==> config.mk <==
export PLATFORM = sky130hd
export DESIGN_NAME = seg7_scan_mux
export DESIGN_NICKNAME = d
export VERILOG_FILES = /design/src/rtl/seg7_scan_mux.sv
export SDC_FILE = /design/constraint.sdc
export NUM_CORES = 1
export LEC_CHECK = 0
export CORE_MARGIN = 3
export CORE_UTILIZATION = 61
export DETAILED_ROUTE_END_ITERATION = 6
export GPL_TIMING_DRIVEN = 0
export PLACE_DENSITY_LB_ADDON = 0.05
export SLEW_MARGIN = 20
export SYNTH_ARGS = -nofsm -noshare
export SYNTH_HDL_FRONTEND = slang
export SYNTH_SLANG_ARGS = --single-unit
==> constraint.sdc <==
create_clock -name clk -period 7.09 [get_ports clk]
set_clock_uncertainty 0.05 [all_clocks]
set_input_delay 1.7725 -clock clk [delete_from_list [all_inputs] [get_ports clk]]
set_output_delay 1.7725 -clock clk [all_outputs]
set_load 0.01 [all_outputs]
==> src/rtl/seg7_scan_mux.sv <==
// seg7_scan_mux: time-multiplexed N-digit common-anode 7-segment driver with frame-synchronous double buffering
module seg7_scan_mux #(
   parameter int NUM_DIGITS = 4,
   parameter int SCAN_DIV   = 50000,
   parameter int DEAD_CYC   = 2,
   parameter bit HEX_EN     = 1'b1
) (
   input  logic                      clk,
   input  logic                      rst_n,
   input  logic                      load,
   input  logic [4*NUM_DIGITS-1:0]   value,
   input  logic [NUM_DIGITS-1:0]     dp,
   input  logic                      blank_lz,
   input  logic                      enable,
   output logic [6:0]                seg,
   output logic                      dp_n,
   output logic [NUM_DIGITS-1:0]     an,
   output logic                      frame_start
);
   localparam int CW = $clog2(SCAN_DIV);
   localparam int IW = $clog2(NUM_DIGITS);

   logic [CW-1:0]           cnt, cnt_n;
   logic [IW-1:0]           idx, idx_n;
   logic [4*NUM_DIGITS-1:0] sh_v, act_v, act_v_n;
   logic [NUM_DIGITS-1:0]   sh_dp, act_dp, act_dp_n;
   logic                    tick, wrap, dead;
   logic [3:0]              code;
   logic                    dsel, lz, zero;

   function automatic logic [6:0] dec(input logic [3:0] c);
      if (!HEX_EN && c > 4'd9) return 7'b1111111;
      case (c)
         4'h0: return 7'b1000000;
         4'h1: return 7'b1111001;
         4'h2: return 7'b0100100;
         4'h3: return 7'b0110000;
         4'h4: return 7'b0011001;
         4'h5: return 7'b0010010;
         4'h6: return 7'b0000010;
         4'h7: return 7'b1111000;
         4'h8: return 7'b0000000;
         4'h9: return 7'b0010000;
         4'hA: return 7'b0001000;
         4'hB: return 7'b0000011;
         4'hC: return 7'b1000110;
         4'hD: return 7'b0100001;
         4'hE: return 7'b0000110;
         4'hF: return 7'b0001110;
      endcase
   endfunction

   // Outputs are decoded from the next-state view so the registered pins line up with frame_start.
   assign tick     = cnt == CW'(SCAN_DIV - 1);
   assign wrap     = tick && idx == IW'(NUM_DIGITS - 1);
   assign cnt_n    = tick ? '0 : cnt + 1'b1;
   assign idx_n    = wrap ? '0 : idx + IW'(tick);
   assign act_v_n  = wrap ? sh_v : act_v;
   assign act_dp_n = wrap ? sh_dp : act_dp;
   assign dead     = int'(cnt_n) < DEAD_CYC;

   // Select the scanned digit and decide whether it falls in a run of leading zeros.
   always_comb begin
      code = '0;
      dsel = 1'b0;
      lz   = 1'b0;
      zero = 1'b1;
      for (int i = NUM_DIGITS - 1; i >= 0; i--) begin
         zero = zero && act_v_n[4*i +: 4] == 4'd0;
         if (idx_n == IW'(i)) begin
            code = act_v_n[4*i +: 4];
            dsel = act_dp_n[i];
            lz   = zero && i != 0;
         end
      end
   end

   // Scan counters, shadow/active buffers and registered display pins.
   always_ff @(posedge clk or negedge rst_n)
      if (!rst_n) begin
         cnt         <= '0;
         idx         <= '0;
         sh_v        <= '0;
         sh_dp       <= '0;
         act_v       <= '0;
         act_dp      <= '0;
         an          <= '1;
         seg         <= '1;
         dp_n        <= 1'b1;
         frame_start <= 1'b0;
      end else begin
         cnt         <= cnt_n;
         idx         <= idx_n;
         if (load) begin
            sh_v  <= value;
            sh_dp <= dp;
         end
         act_v       <= act_v_n;
         act_dp      <= act_dp_n;
         an          <= (!enable || dead) ? '1 : ~(NUM_DIGITS'(1) << idx_n);
         seg         <= (!enable || (blank_lz && lz)) ? 7'b1111111 : dec(code);
         dp_n        <= !(enable && dsel);
         frame_start <= wrap;
      end
endmodule

==> run_results.csv <==
group,metric,value,unit
clock_network,numCtsBuffers,9,
timing,tightest_slew,0.6846,ns
layout,regArea,0.001792,mm²
setup_path,critPathKind,"reg -> reg",
drt,drt_wl_total,6876,µm
timing,fin_tns_setup,0,ns
drt,ant_nets,0,
timing,setup_ws,2.573,ns
power_and_ir_drop,peakVddDrop,0.1267,mV
synthesis,synth_edf_count,0,
setup_path,rr_endpoint,"seg[0]",
power_and_ir_drop,p_seq_share,55.6,%
layout,area_delta_synth_final,18.01,%
clock_network,clock_latency,0.34,ns
synthesis,yosysUniqueCellTypes,60,
setup_path,crit_chain,"ha_1 -> and3_4 -> nand3_1 -> nor2_1 -> buf_1 -> ha_1 -> xor2_2 -> mux4_2 -> nand2_1 -> and2_1 -> inv_1 -> ha_1 -> mux2_2 -> o221ai_1 -> o31a_1 -> o21ai_1",
timing,hold_violations,0,
clock_network,htree_levels,3,
drt,vias,2660,
synthesis,synth_fp_nets,377,
power_and_ir_drop,p_int,0.0005943,W
clock_network,cts.repair.resized,0,
power_and_ir_drop,cellLeakagePower,1.922,nW
layout,layout.nets,425,
setup_path,cp_top_family,"simple AND/OR/NAND/NOR gates",
setup_path,path_buf_inv,2,
timing,clock.fmax,0.2214,GHz
layout,multi_input_area,0.001713,mm²
clock_network,root_buffer,"clkbuf_8",
power_and_ir_drop,combPwrFrac,6.2,%
synthesis,async_flop_share,100.0,%
status,status,"complete, no violations",
clock_network,cts_setup_buffers,0,
grt,track_usage,21.15,%
timing,relSlewSlack,53.94,%
setup_path,critical_path.max_fanout,10,
clock_network,path_clk_slew,0.07,ns
timing,fin_crit_sh,63.71,%
synthesis,synth_cells,344,
drt,drtIter0Drc,175,
layout,fill_cells,407,
setup_path,cpMostUsedCell,"ha_1",
setup_path,slowest_delay,0.58,ns
power_and_ir_drop,p_sw_share,22.75,%
floorplanning,die_x,83.11,µm
synthesis,ys_ff_latch,71,
placed_design,placed_area,0.004095,mm²
synthesis,synth.area.top_cells,"dfrtp_1 41%, dfstp_2 8.7%, nand2_1 8.1%, mux2_2 6.5%, ha_1 2.8%",
setup_path,cp.depth,16,
synthesis,yosys_warnings,0,
setup_path,critPathCaptureType,"flip-flop",
floorplanning,io_pins,38,
placed_design,gp_congestion,0.8673,
run,max_cap_viol_count,0,
setup_path,cp-startpoint,"cnt[0]",
power_and_ir_drop,net-switching-power,0.0001750,W
placed_design,place_inst,453,
grt,grt_max_degree,37,
drt,drc_errors,0,
layout,layout_common_cells,"78 x nand2_1, 59 x dfrtp_1, 35 x clkdlybuf4s50_1",
synthesis,yosysSeqAreaShare,49.40,%
drt,wl_per_cell,14.66,µm
placed_design,numPortBuffers,36,
floorplanning,placementRows,27,
timing,rsz0062_at_grt,"false",
synthesis,syn_area,0.003627,mm²
setup_path,r2r_slack,2.57,ns
synthesis,yosysTopAreaCell,"dfrtp_1",
setup_path,rr_worst_depth,16,
setup_path,worst_path_max_delay_cell,"mux4_2",
layout,final_common_cell,"nand2_1",
clock_network,cts.hold.buffers_added,0,
synthesis,synth_top_area_share,40.70,%
power_and_ir_drop,p_total,0.0007693,W
placed_design,place_hpwl,5031,µm
min_path,hp-class,"reg -> reg",
power_and_ir_drop,powerDensity,179.7,mW/mm²
placed_design,dp_slack,2.630,ns
floorplanning,die-height,83.11,µm
grt,grt_pass1_vias,2565,
clock_network,cts_tree,"yes",
clock_network,clock_sinks,71,
floorplanning,start_util,64.29,%
layout,layout-drive-gt1-share,18.14,%
setup_path,crit_path_start_kind,"flip-flop",
drt,avgViaCountPerCell,5.672,
drt,first_pass_iters,4,
synthesis,synth-main-ff-cell,"dfrtp_1",
floorplanning,coreArea,0.005642,mm²
grt,grt_overflow,0,
layout,diodes,0,
timing,drv_slew,0,
synthesis,syn_avg_cell_area,10.54,µm²
grt,grt_pass1_wl,11840,µm
layout,final_cell_area,0.004280,mm²
setup_path,cp-endpoint,"seg[0]",
layout,instances_no_fill,469,
timing,setup_viol,0,
floorplanning,die_area,0.006907,mm²
timing,period_needed,4.517,ns
grt,grt_antenna_before_repair,0,
power_and_ir_drop,pwr-share-clk,38.2,%
setup_path,r2r_start,"cnt[0]",
setup_path,cp_data_arrival_time,4.72,ns
setup_path,crit_required,7.29,ns
clock_network,clk_path_buf_depth,2,
synth_stat cells (all sizes together) (2+ instances only):
master	instances
a21oi	4
a31oi	4
and2	2
and3	5
and4	2
buf	6
clkbuf	12
dfrtp	59
dfstp	12
ha	8
inv	5
mux2	21
mux2i	5
mux4	6
nand2	78
nand3	14
nand4	6
nor2	19
nor2b	5
nor3	7
nor4	5
nor4b	2
o211ai	3
o21ai	10
o21bai	3
o221ai	3
o31a	2
or3	3
xnor2	10
xor2	8
tightest hold or removal path, delay by kind of cell, from the launching register on:
family / cells / cell delay, ns
DFF: 1 / 0.34
and+or+nand+nor: 2 / 0.10
cell type report:
type | instances | share of cell area [%]
timing repair buffer | 37 | 8.828
sequential | 71 | 41.86
multi-input combinational | 249 | 40.02
tap | 72 | 2.105
buffer | 19 | 2.426
clock buffer | 12 | 3.625
inverter | 5 | 0.4385
clock inverter | 4 | 0.7015
worst min-delay path by stage:
stage                     end  cells past startpoint  startpoint  slack, ns
floorplan           act_dp[0]                      2   act_dp[0]       0.38
global placement    act_dp[3]                      2   act_dp[3]       0.40
detailed placement   act_v[7]                      2     sh_v[7]       0.41
CTS                  act_v[7]                      2     sh_v[7]       0.43
global route        act_dp[2]                      2   act_dp[2]       0.45
finish              act_v[13]                      2    sh_v[13]       0.42
state kept, by name, indices dropped and copies added (netlist names):
name	cells
sh_dp	4
cnt	16
idx	2
act_dp	4
act_v	16
frame_start	1
seg	7
sh_v	16
dp_n	1
an	4
metal layers:
metal / wire length, µm / up-vias / part of all wire (%) / track usage, %
met1: 3196 / 1282 / 46 / 29.03
met5: 0 / - / 0 / 0
met4: 145 / 0 / 2.1 / 9.510
met2: 3257 / 66 / 47 / 33.16
li1: - / 1296 / - / -
met3: 277 / 16 / 4.0 / 3.472
stage by stage:
step / hold WS, ns / util, %
6_report: 0.4213 / 75.87
5_1_grt: 0.4461 / 75.87
4_1_cts: 0.4271 / 75.87
3_5_place_dp: 0.4105 / 72.59
3_3_place_gp: 0.3975 / 72.28
2_1_floorplan: 0.3803 / -
cells by family after synthesis:
family                   synth area share (%)
AND/OR/NAND/NOR                         20.39
multiplexers                            12.18
AO/OA/AOI/OAI                           7.141
XOR/XNOR                                4.761
adder cells (fa/ha/maj)                 2.760
flip-flops                              49.40
buffers and inverters                   3.381
power by group through the flow:
stage | registers [W] | logic, W | clock network (W)
floorplan | 0.000434 | 0.0000189 | 0
global placement | 0.000435 | 0.0000462 | 0
detailed placement | 0.000435 | 0.0000489 | 0
CTS | 0.000427 | 0.0000489 | 0.000301
global route | 0.000429 | 0.0000527 | 0.000324
finish | 0.000427 | 0.0000478 | 0.000294
Power figures use the tool's default switching activity.
